$ cat src/rtl/fft_pkg.sv
// Shared constants and types for the FFT source-side capture path.
//   N_PTS    : points per FFT frame
//   DW       : width of real/imag samples (two's complement)
//   IDXW     : bin index width
//   EXPW     : block-exponent width
//   PW       : width of a bin power value (re^2 + im^2)
//   LAST_IDX : index of the final bin in a frame, in counter width
//   state_e  : frame-tracking FSM states
package fft_pkg;

    localparam int N_PTS = 1024;
    localparam int DW    = 14;
    localparam int IDXW  = 10;
    localparam int EXPW  = 6;
    localparam int PW    = 2 * DW + 1;

    localparam logic [IDXW:0] LAST_IDX = (IDXW + 1)'(N_PTS - 1);

    typedef enum logic [0:0] {
        IDLE  = 1'b0,
        FRAME = 1'b1
    } state_e;

endpackage

$ cat src/rtl/fft_bin_power.sv
// One-stage registered bin power: pow_q <= re*re + im*im when en is high.
// The products are signed; both are non-negative, so the sum is carried as an
// unsigned PW-bit value. The largest result, 2*(2^(DW-1))^2, fits without
// overflow.
// Ports:
//   clk, rst_n : clock, asynchronous active-low reset
//   en         : load a new power value this edge
//   re, im     : signed sample parts
//   pow_q      : registered power
module fft_bin_power
    import fft_pkg::*;
(
    input  logic                 clk,
    input  logic                 rst_n,
    input  logic                 en,
    input  logic signed [DW-1:0] re,
    input  logic signed [DW-1:0] im,
    output logic        [PW-1:0] pow_q
);

    logic signed [2*DW-1:0] re_sq_s;
    logic signed [2*DW-1:0] im_sq_s;
    logic        [PW-1:0]   pow_d;

    // Square both parts and form the next power value.
    always_comb begin
        re_sq_s = re * re;
        im_sq_s = im * im;
        if (en) begin
            pow_d = {1'b0, re_sq_s} + {1'b0, im_sq_s};
        end else begin
            pow_d = pow_q;
        end
    end

    // Power register.
    always_ff @(posedge clk or negedge rst_n) begin
        if (!rst_n) begin
            pow_q <= {PW{1'b0}};
        end else begin
            pow_q <= pow_d;
        end
    end

endmodule

$ cat src/rtl/fft_source_capture.sv
// Avalon-ST sink for the FFT core's source port. It checks frame framing,
// tracks the peak-power bin and reports peak bin, power and block exponent
// once per good frame.
// Pipeline: edge k accepts a beat (power and flags registered), edge k+1
// updates the running best and makes the framing decision, and edge k+2
// drives the peak outputs and a one-cycle frame_done or frame_err pulse.
// Ports:
//   clk, reset_n       : clock, asynchronous active-low reset
//   source_valid/sop/eop/error/real/imag/exp : core output beat
//   hold               : downstream backpressure request
//   source_ready       : registered beat acceptance (~hold, one edge late)
//   peak_bin/pow/exp   : results of the last good frame
//   frame_done         : pulse, results updated
//   frame_err          : pulse, framing or core error
module fft_source_capture
    import fft_pkg::*;
(
    input  logic                   clk,
    input  logic                   reset_n,
    input  logic                   source_valid,
    input  logic                   source_sop,
    input  logic                   source_eop,
    input  logic [1:0]             source_error,
    input  logic signed [DW-1:0]   source_real,
    input  logic signed [DW-1:0]   source_imag,
    input  logic [EXPW-1:0]        source_exp,
    input  logic                   hold,
    output logic                   source_ready,
    output logic [IDXW-1:0]        peak_bin,
    output logic [PW-1:0]          peak_pow,
    output logic [EXPW-1:0]        peak_exp,
    output logic                   frame_done,
    output logic                   frame_err
);

    logic            accept_s;
    logic [PW-1:0]   s1_pow_s;
    logic            better_s;
    logic [PW-1:0]   cand_pow_s;
    logic [IDXW-1:0] cand_bin_s;

    // Stage 1 beat flags
    logic ready_q, ready_d;
    logic s1_vld_q, s1_vld_d, s1_sop_q, s1_sop_d, s1_eop_q, s1_eop_d;
    logic s1_err_q, s1_err_d;
    logic [EXPW-1:0] s1_exp_q, s1_exp_d;

    // Stage 2 frame tracking
    state_e          state_q, state_d;
    logic [IDXW:0]   idx_q, idx_d;
    logic [PW-1:0]   best_pow_q, best_pow_d;
    logic [IDXW-1:0] best_bin_q, best_bin_d;
    logic            err_seen_q, err_seen_d;
    logic            done_pend_q, done_pend_d, err_pend_q, err_pend_d;
    logic [PW-1:0]   res_pow_q, res_pow_d;
    logic [IDXW-1:0] res_bin_q, res_bin_d;
    logic [EXPW-1:0] res_exp_q, res_exp_d;

    // Output stage
    logic [IDXW-1:0] peak_bin_q, peak_bin_d;
    logic [PW-1:0]   peak_pow_q, peak_pow_d;
    logic [EXPW-1:0] peak_exp_q, peak_exp_d;
    logic            frame_done_q, frame_done_d, frame_err_q, frame_err_d;

    assign accept_s = source_valid & ready_q;

    fft_bin_power u_power (
        .clk   (clk),
        .rst_n (reset_n),
        .en    (accept_s),
        .re    (source_real),
        .im    (source_imag),
        .pow_q (s1_pow_s)
    );

    // Stage 1: ready tracking and capture of the accepted beat's flags.
    always_comb begin
        ready_d  = ~hold;
        s1_vld_d = accept_s;
        if (accept_s) begin
            s1_sop_d = source_sop;
            s1_eop_d = source_eop;
            s1_err_d = |source_error;
            s1_exp_d = source_exp;
        end else begin
            s1_sop_d = s1_sop_q;
            s1_eop_d = s1_eop_q;
            s1_err_d = s1_err_q;
            s1_exp_d = s1_exp_q;
        end
    end

    // Stage 2: running best and framing FSM. The bin index of the beat in
    // stage 1 is idx_q; ties keep the earlier (lower) bin.
    always_comb begin
        better_s    = s1_pow_s > best_pow_q;
        cand_pow_s  = better_s ? s1_pow_s : best_pow_q;
        cand_bin_s  = better_s ? idx_q[IDXW-1:0] : best_bin_q;
        state_d     = state_q;
        idx_d       = idx_q;
        best_pow_d  = best_pow_q;
        best_bin_d  = best_bin_q;
        err_seen_d  = err_seen_q;
        done_pend_d = 1'b0;
        err_pend_d  = 1'b0;
        res_pow_d   = res_pow_q;
        res_bin_d   = res_bin_q;
        res_exp_d   = res_exp_q;
        if (s1_vld_q && (s1_sop_q || state_q == IDLE)) begin
            // Frame start (from IDLE or as a restart). A restart reports the
            // aborted frame; sop together with eop is an early end, and both
            // cases fold into a single error pulse.
            if (s1_sop_q) begin
                err_pend_d = (state_q == FRAME) || s1_eop_q;
                state_d    = s1_eop_q ? IDLE : FRAME;
                idx_d      = (IDXW + 1)'(1);
                best_pow_d = s1_pow_s;
                best_bin_d = {IDXW{1'b0}};
                err_seen_d = s1_err_q;
            end else begin
                err_pend_d = 1'b1;
            end
        end else if (s1_vld_q) begin
            case (state_q)
                FRAME: begin
                    if (s1_eop_q) begin
                        state_d = IDLE;
                        if ((idx_q == LAST_IDX) && !(err_seen_q || s1_err_q)) begin
                            done_pend_d = 1'b1;
                            res_pow_d   = cand_pow_s;
                            res_bin_d   = cand_bin_s;
                            res_exp_d   = s1_exp_q;
                        end else begin
                            err_pend_d = 1'b1;
                        end
                    end else if (idx_q == LAST_IDX) begin
                        state_d    = IDLE;
                        err_pend_d = 1'b1;
                    end else begin
                        idx_d      = idx_q + (IDXW + 1)'(1);
                        best_pow_d = cand_pow_s;
                        best_bin_d = cand_bin_s;
                        err_seen_d = err_seen_q | s1_err_q;
                    end
                end
                default: begin
                    state_d = IDLE;
                end
            endcase
        end else begin
            state_d = state_q;
        end
    end

    // Output stage: publish results of a good frame, pulse the status flags.
    always_comb begin
        frame_done_d = done_pend_q;
        frame_err_d  = err_pend_q;
        if (done_pend_q) begin
            peak_bin_d = res_bin_q;
            peak_pow_d = res_pow_q;
            peak_exp_d = res_exp_q;
        end else begin
            peak_bin_d = peak_bin_q;
            peak_pow_d = peak_pow_q;
            peak_exp_d = peak_exp_q;
        end
    end

    // All pipeline, FSM and output registers.
    always_ff @(posedge clk or negedge reset_n) begin
        if (!reset_n) begin
            ready_q      <= 1'b0;
            s1_vld_q     <= 1'b0;
            s1_sop_q     <= 1'b0;
            s1_eop_q     <= 1'b0;
            s1_err_q     <= 1'b0;
            s1_exp_q     <= {EXPW{1'b0}};
            state_q      <= IDLE;
            idx_q        <= {(IDXW + 1){1'b0}};
            best_pow_q   <= {PW{1'b0}};
            best_bin_q   <= {IDXW{1'b0}};
            err_seen_q   <= 1'b0;
            done_pend_q  <= 1'b0;
            err_pend_q   <= 1'b0;
            res_pow_q    <= {PW{1'b0}};
            res_bin_q    <= {IDXW{1'b0}};
            res_exp_q    <= {EXPW{1'b0}};
            peak_bin_q   <= {IDXW{1'b0}};
            peak_pow_q   <= {PW{1'b0}};
            peak_exp_q   <= {EXPW{1'b0}};
            frame_done_q <= 1'b0;
            frame_err_q  <= 1'b0;
        end else begin
            ready_q      <= ready_d;
            s1_vld_q     <= s1_vld_d;
            s1_sop_q     <= s1_sop_d;
            s1_eop_q     <= s1_eop_d;
            s1_err_q     <= s1_err_d;
            s1_exp_q     <= s1_exp_d;
            state_q      <= state_d;
            idx_q        <= idx_d;
            best_pow_q   <= best_pow_d;
            best_bin_q   <= best_bin_d;
            err_seen_q   <= err_seen_d;
            done_pend_q  <= done_pend_d;
            err_pend_q   <= err_pend_d;
            res_pow_q    <= res_pow_d;
            res_bin_q    <= res_bin_d;
            res_exp_q    <= res_exp_d;
            peak_bin_q   <= peak_bin_d;
            peak_pow_q   <= peak_pow_d;
            peak_exp_q   <= peak_exp_d;
            frame_done_q <= frame_done_d;
            frame_err_q  <= frame_err_d;
        end
    end

    assign source_ready = ready_q;
    assign peak_bin     = peak_bin_q;
    assign peak_pow     = peak_pow_q;
    assign peak_exp     = peak_exp_q;
    assign frame_done   = frame_done_q;
    assign frame_err    = frame_err_q;

endmodule
$ cat config.mk
export PLATFORM = sky130hd
export DESIGN_NAME = fft_source_capture
export DESIGN_NICKNAME = d
export VERILOG_FILES = /design/src/rtl/fft_pkg.sv /design/src/rtl/fft_bin_power.sv /design/src/rtl/fft_source_capture.sv
export SDC_FILE = /design/constraint.sdc
export NUM_CORES = 1
export LEC_CHECK = 0
export ABC_CLOCK_PERIOD_IN_PS = 7400
export CAP_MARGIN = 40
export CORE_UTILIZATION = 50
export CTS_BUF_LIST = sky130_fd_sc_hd__clkbuf_16
export CTS_CLUSTER_SIZE = 8
export DETAILED_ROUTE_END_ITERATION = 6
export HOLD_SLACK_MARGIN = 0.03
export PLACE_DENSITY = 0.67
export SLEW_MARGIN = 10
export SYNTH_ARGS = -nofsm -noshare
export SYNTH_HDL_FRONTEND = slang
export SYNTH_HIERARCHICAL = 1
export SYNTH_SLANG_ARGS = --single-unit
export TNS_END_PERCENT = 5
$ cat constraint.sdc
create_clock -name clk -period 7.4 [get_ports clk]
set_clock_uncertainty 0.15 [all_clocks]
set_input_delay 1.48 -clock clk [delete_from_list [all_inputs] [get_ports clk]]
set_output_delay 1.48 -clock clk [all_outputs]
set_load 0.01 [all_outputs]
### After elaboration in Yosys (flattened, before gate mapping)

Index checks and enable logic that the tools add are counted.

* order comparisons: 1
* $mul: 2
* $add $sub $neg: 2
* mux-type cells: 45
* reduce and logical (&&, ||, !) cells: 12
* equal/unequal tests: 4
* bitwise logic cells: 5
* shifts and indexed selects: 0
* divide/modulo/power cells: 0

Operators with widths (number)
* 29-bit 2-to-1 mux: 7
* 10-bit 2-to-1 mux: 7
* 11-bit 2-to-1 mux: 6
* 14-bit by 14-bit multiplier with 28-bit output: 2
* 28-bit by 28-bit adder with 29-bit output: 1
* 29-bit greater-than comparator: 1
* 1-bit 2-to-1 mux: 25
* 11-bit by 1-bit adder with 11-bit output, second input constant: 1
* 11-bit by 10-bit equality test with 1-bit output, second input constant: 1
* 5-bit AND reduction: 2
* 2-bit != test, second input constant: 2
* 2-bit nonzero test: 2
* 1-bit logical OR: 3
* 1-bit NOT: 3
* 1-bit logical AND: 2
* 2-bit by 1-bit != test with 1-bit output, second input constant: 1
* 2-bit AND reduction: 1
* 2-bit OR reduction: 1
* 1-bit bitwise AND: 1
* 1-bit zero test: 1
* 1-bit OR: 1

* memories kept: 0
* word-level logic and storage cells: 93
* latch bits: 0
* input port bits: 42
* output and inout bits: 48
* flip-flop bits (word level): 186
* RAM bits: 0
* bits in read-only memories: 0

### Depth between registers and ports, before layout

Gate-level depths: netlist of run 1.

* depth after elaboration: 8
* gate-level depth with buffers: 34
* mapped depth without buffers: 31

### Hierarchy

Netlist of run 1, hierarchy kept.

Modules (own cells, without submodules)
* fft_bin_power: instances 1, sequential area each 725.7 um^2, cells an instance 1761, area each 16037.9 um^2
* fft_source_capture: instances 1, sequential area each 3928.8 um^2, cells an instance 588, area each 7080.5 um^2

### Least setup slack after synthesis of run 1

Ideal clock, no wire load.

* path type: in2reg
* start point: in source_real[2]
* end point: reg u_power.pow_q[28]
* path buffers: 2
* required time: 7121 ps
* library setup time: 129 ps
* cell stages on the path: 31
* arrival time: 8487 ps
* path slack: -1366 ps
* path through: clkbuf_1 -> clkbuf_1 -> nand2_1 -> fa_1 -> fa_1 -> inv_1 -> fa_1 -> inv_1 -> fa_1 -> inv_1 -> fa_1 -> inv_1 -> fa_1 -> inv_1 -> ha_1 -> a21o_1 -> a21oi_1 -> a21oi_1 -> nor3_1 -> nor2_1 -> a41oi_1 -> xnor2_1 -> ha_1 -> a21o_1 -> a21o_1 -> a21oi_1 -> a21boi_0 -> a211oi_1 -> o31ai_1 -> a21boi_1 -> o41a_1

* longest elaborated chain between the ends: 2

RTL lines
* start, declared: RTL line fft_source_capture.sv:24 `input logic signed [DW-1:0] source_real,`
* 14-bit by 14-bit multiplier with 28-bit output: RTL line fft_bin_power.sv:27 `re_sq_s = re * re;`
* 28-bit by 28-bit adder with 29-bit output: RTL line fft_bin_power.sv:30 `pow_d = {1'b0, re_sq_s} + {1'b0, im_sq_s};`
* end signal, assigned: RTL line fft_bin_power.sv:39 `pow_q <= {PW{1'b0}};`
* end signal, assigned: RTL line fft_bin_power.sv:41 `pow_q <= pow_d;`
* end, declared: RTL line fft_bin_power.sv:18 `output logic [PW-1:0] pow_q`

Every way passes these cells.
A chain may end at the register's enable or synchronous reset.

### Worst setup path after layout of run 1

* start point: in source_real[8]
* end point: reg u_power.pow_q[28]

Same word-level chain as after synthesis.

==> metrics.csv, run 1 <==
metric,value,unit
rr_endpoint,res_pow_q[21],
dp_hpwl,43090,um
dieArea,0.04710,mm2
status,"complete, but fails checks",
area_growth,24.79,%
grt_pass1_wl,89250,um
cts_tree,done,
cts_root_buf,clkbuf_16,
min_from,err_pend_q,
synth_warnings,6,
num_antenna_cells,0,
synth_nets,2931,
grt_overflow_total,0,
critPathCaptureType,register,
drt.antenna.violating_nets,0,
worst-path-max-fanout,10,
hold_viol,0,
n_fill_cell,3774,
nets,3381,
h-tree-depth,4,
critPathRequiredTime,7.56,ns
preCtsSetupSlack,-1.728,ns
crit_type,input pin to register,
holdBufCountCts,0,
setup_violations,16,
maxCapViolations,0,
slew_headroom,0.4522,
syn_area_per_cell,9.842,um2
cpMaxStageDelayCell,fa_1,
drc,0,
fp.dieH,217.0,um
final_core_util,0.6344,
place.gp.congestion,0.8676,
num_rows,78,
dr.pass1.iters,4,
drt-wirelength-per-cell,15.11,um
clk_pin_slew_worst_paths,0.08,ns
final_cell_area,0.02885,mm2
synth-seq-cells,186,
ff2ff_path_depth,9,
clock.fmax,0.1190,GHz
fin_ws,-1.002,ns
synth_top_area_frac,0.3039,
rrSetupSlack,3.79,ns
numCtsBuffers,17,
ios,90,
finalCritPeriodShare,1.135,
netlist_top_cells_area,"fa_1, dfrtp_1, ha_1, inv_1, mux2_2",
yosysTopAreaCell,fa_1,
antenna_found_initial,0,
vias,17370,
timing.rr.start,u_power/pow_q[28],
hold_depth,0,
synth_area,0.02312,mm2
synth_edf_count,0,
worstSetupStartpointType,input pin,
wirelength,51550,um
grt_max_degree,78,
rsz0062_at_grt,yes,
cts.sinks,186,
async_reset_ff_frac,1.000,
drive_above_1_share,0.2464,
initial_core_util,0.5083,
synth_flop_cell,dfrtp_1,
seq_area_frac_synth,0.2013,
core_area,0.04548,mm2
hold_class,register to register,
period_minus_slack,8.402,ns
clock_latency,0.43,ns
viasPerCell,5.091,
worst_pin_slew,0.8147,ns
yosysUniqueCellTypes,79,
crit_top_cell,fa_1,
port_buffers,89,
arrival,8.57,ns
critPathMaxStageDelay,0.52,ns
whs_endpoint,frame_err,
cts.path.max_buffers,2,
die_w,217.0,um
first_global_vias,19170,
violations,setup timing,
dpl_cell_area,0.02762,mm2
netlist_instances,2349,
drtIter0Drc,743,
grt_util_all_layers,0.2319,
maxSlewViolCount,0,
[registers in the layout, indices dropped and copies added (netlist names), 10 cells and up]
name           flops
idx_q             11
res_pow_q         29
u_power/pow_q     29
best_pow_q        29
peak_pow          29
peak_bin          10
res_bin_q         10
best_bin_q        10
[cell families (layout without fill, tap and decap cells)]
group / after synthesis / in the layout / synth area share
xor gates and xnor gates: 94 / 94 / 0.03561
AOI/OAI and AO/OA: 290 / 290 / 0.08297
and+or+nand+nor: 525 / 525 / 0.1109
buffers and inverters: 575 / 1038 / 0.09552
adders and majority gates: 540 / 540 / 0.4062
DFF: 186 / 186 / 0.2013
muxes: 139 / 139 / 0.06738
[how the worst max path moves through the flow]
stage | start | end | slack [ns]
floorplan | source_imag[12] | u_power/pow_q[28] | -0.79
global placement | source_real[12] | u_power/pow_q[28] | -1.60
detailed placement | source_real[12] | u_power/pow_q[28] | -1.73
CTS | source_imag[10] | u_power/pow_q[28] | -0.97
global route | source_imag[10] | u_power/pow_q[28] | -1.32
finish | source_real[8] | u_power/pow_q[28] | -1.00
[layout make-up]
class / instances / area (um2) / share of cell area
clock buffer: 17 / 425.4 / 0.01475
clock inverter: 15 / 152.6 / 0.005291
inverter: 508 / 1921 / 0.06657
multi-input combinational: 1588 / 16880 / 0.5851
sequential: 186 / 4656 / 0.1614
tap: 600 / 750.7 / 0.02602
timing repair buffer: 498 / 4065 / 0.1409
[critical path: cells and delay by family]
kind                       cells  cell delay [ns]
and+or+nand+nor                2             0.30
xor gates and xnor gates       1             0.11
buffers and inverters          9             1.02
adders and majority gates      8             3.35
AOI/OAI and AO/OA             12             2.31
[per-layer routing]
layer	wire, um	global-route usage
met3	1159	0.01915
met5	0	0
met1	21840	0.2877
met4	1072	0.06150
met2	27480	0.4309
[synth_stat cells, types with 27 or more instances]
cell and instances:
inv_1 508, fa_1 351, ha_1 189, dfrtp_1 186, nand2_1 179, nor2_1 108
a21oi_1 97, mux2_2 97, xnor2_1 73, and2_1 68, clkbuf_1 47, o21ai_0 40
mux2i_1 33, a21o_1 32, nand3_1 30, nor2b_1 27
[stage by stage]
step                setup TNS (ns)  cells  hold WS (ns)
floorplan                   -9.149   2349        0.1812
global placement            -25.46   3361        0.1889
detailed placement          -27.34   3364        0.1847
CTS                         -12.49   3410        0.2087
global route                -16.52   3412        0.2183
finish                      -11.47   3412        0.2065
[cells in the final DEF, fill, tap and decap left out, drive strengths merged, types with 27 or more instances in the layout]
master / Yosys / final
mux2: 106 / 106
mux2i: 33 / 33
nand3: 30 / 30
nor2b: 27 / 27
a21oi: 101 / 101
clkdlybuf4s50: 0 / 69
ha: 189 / 189
nand2: 179 / 179
buf: 20 / 409
nor2: 109 / 109
xnor2: 73 / 73
dfrtp: 186 / 186
fa: 351 / 351
a21o: 32 / 32
and2: 68 / 68
inv: 508 / 513
o21ai: 44 / 44
[repair_timing]
item	CTS	global route
gates resized for setup	91	60
pin swaps	41	34
setup endpoints to repair	20	20
setup buffers	13	2
hold endpoints to repair	0	0
gates cloned	1	0
Power of run 1 is not shown: default switching activity piles up to over one toggle a cycle in this logic, so the estimate is an artifact.
==> inputs of run 2 (changes only) <==
- HOLD_SLACK_MARGIN: 0.03 -> default
==> results of run 2 <==
No change in the layout: final DEF, timing and power equal those of run 1.
Power of run 2 is left out for the same reason.
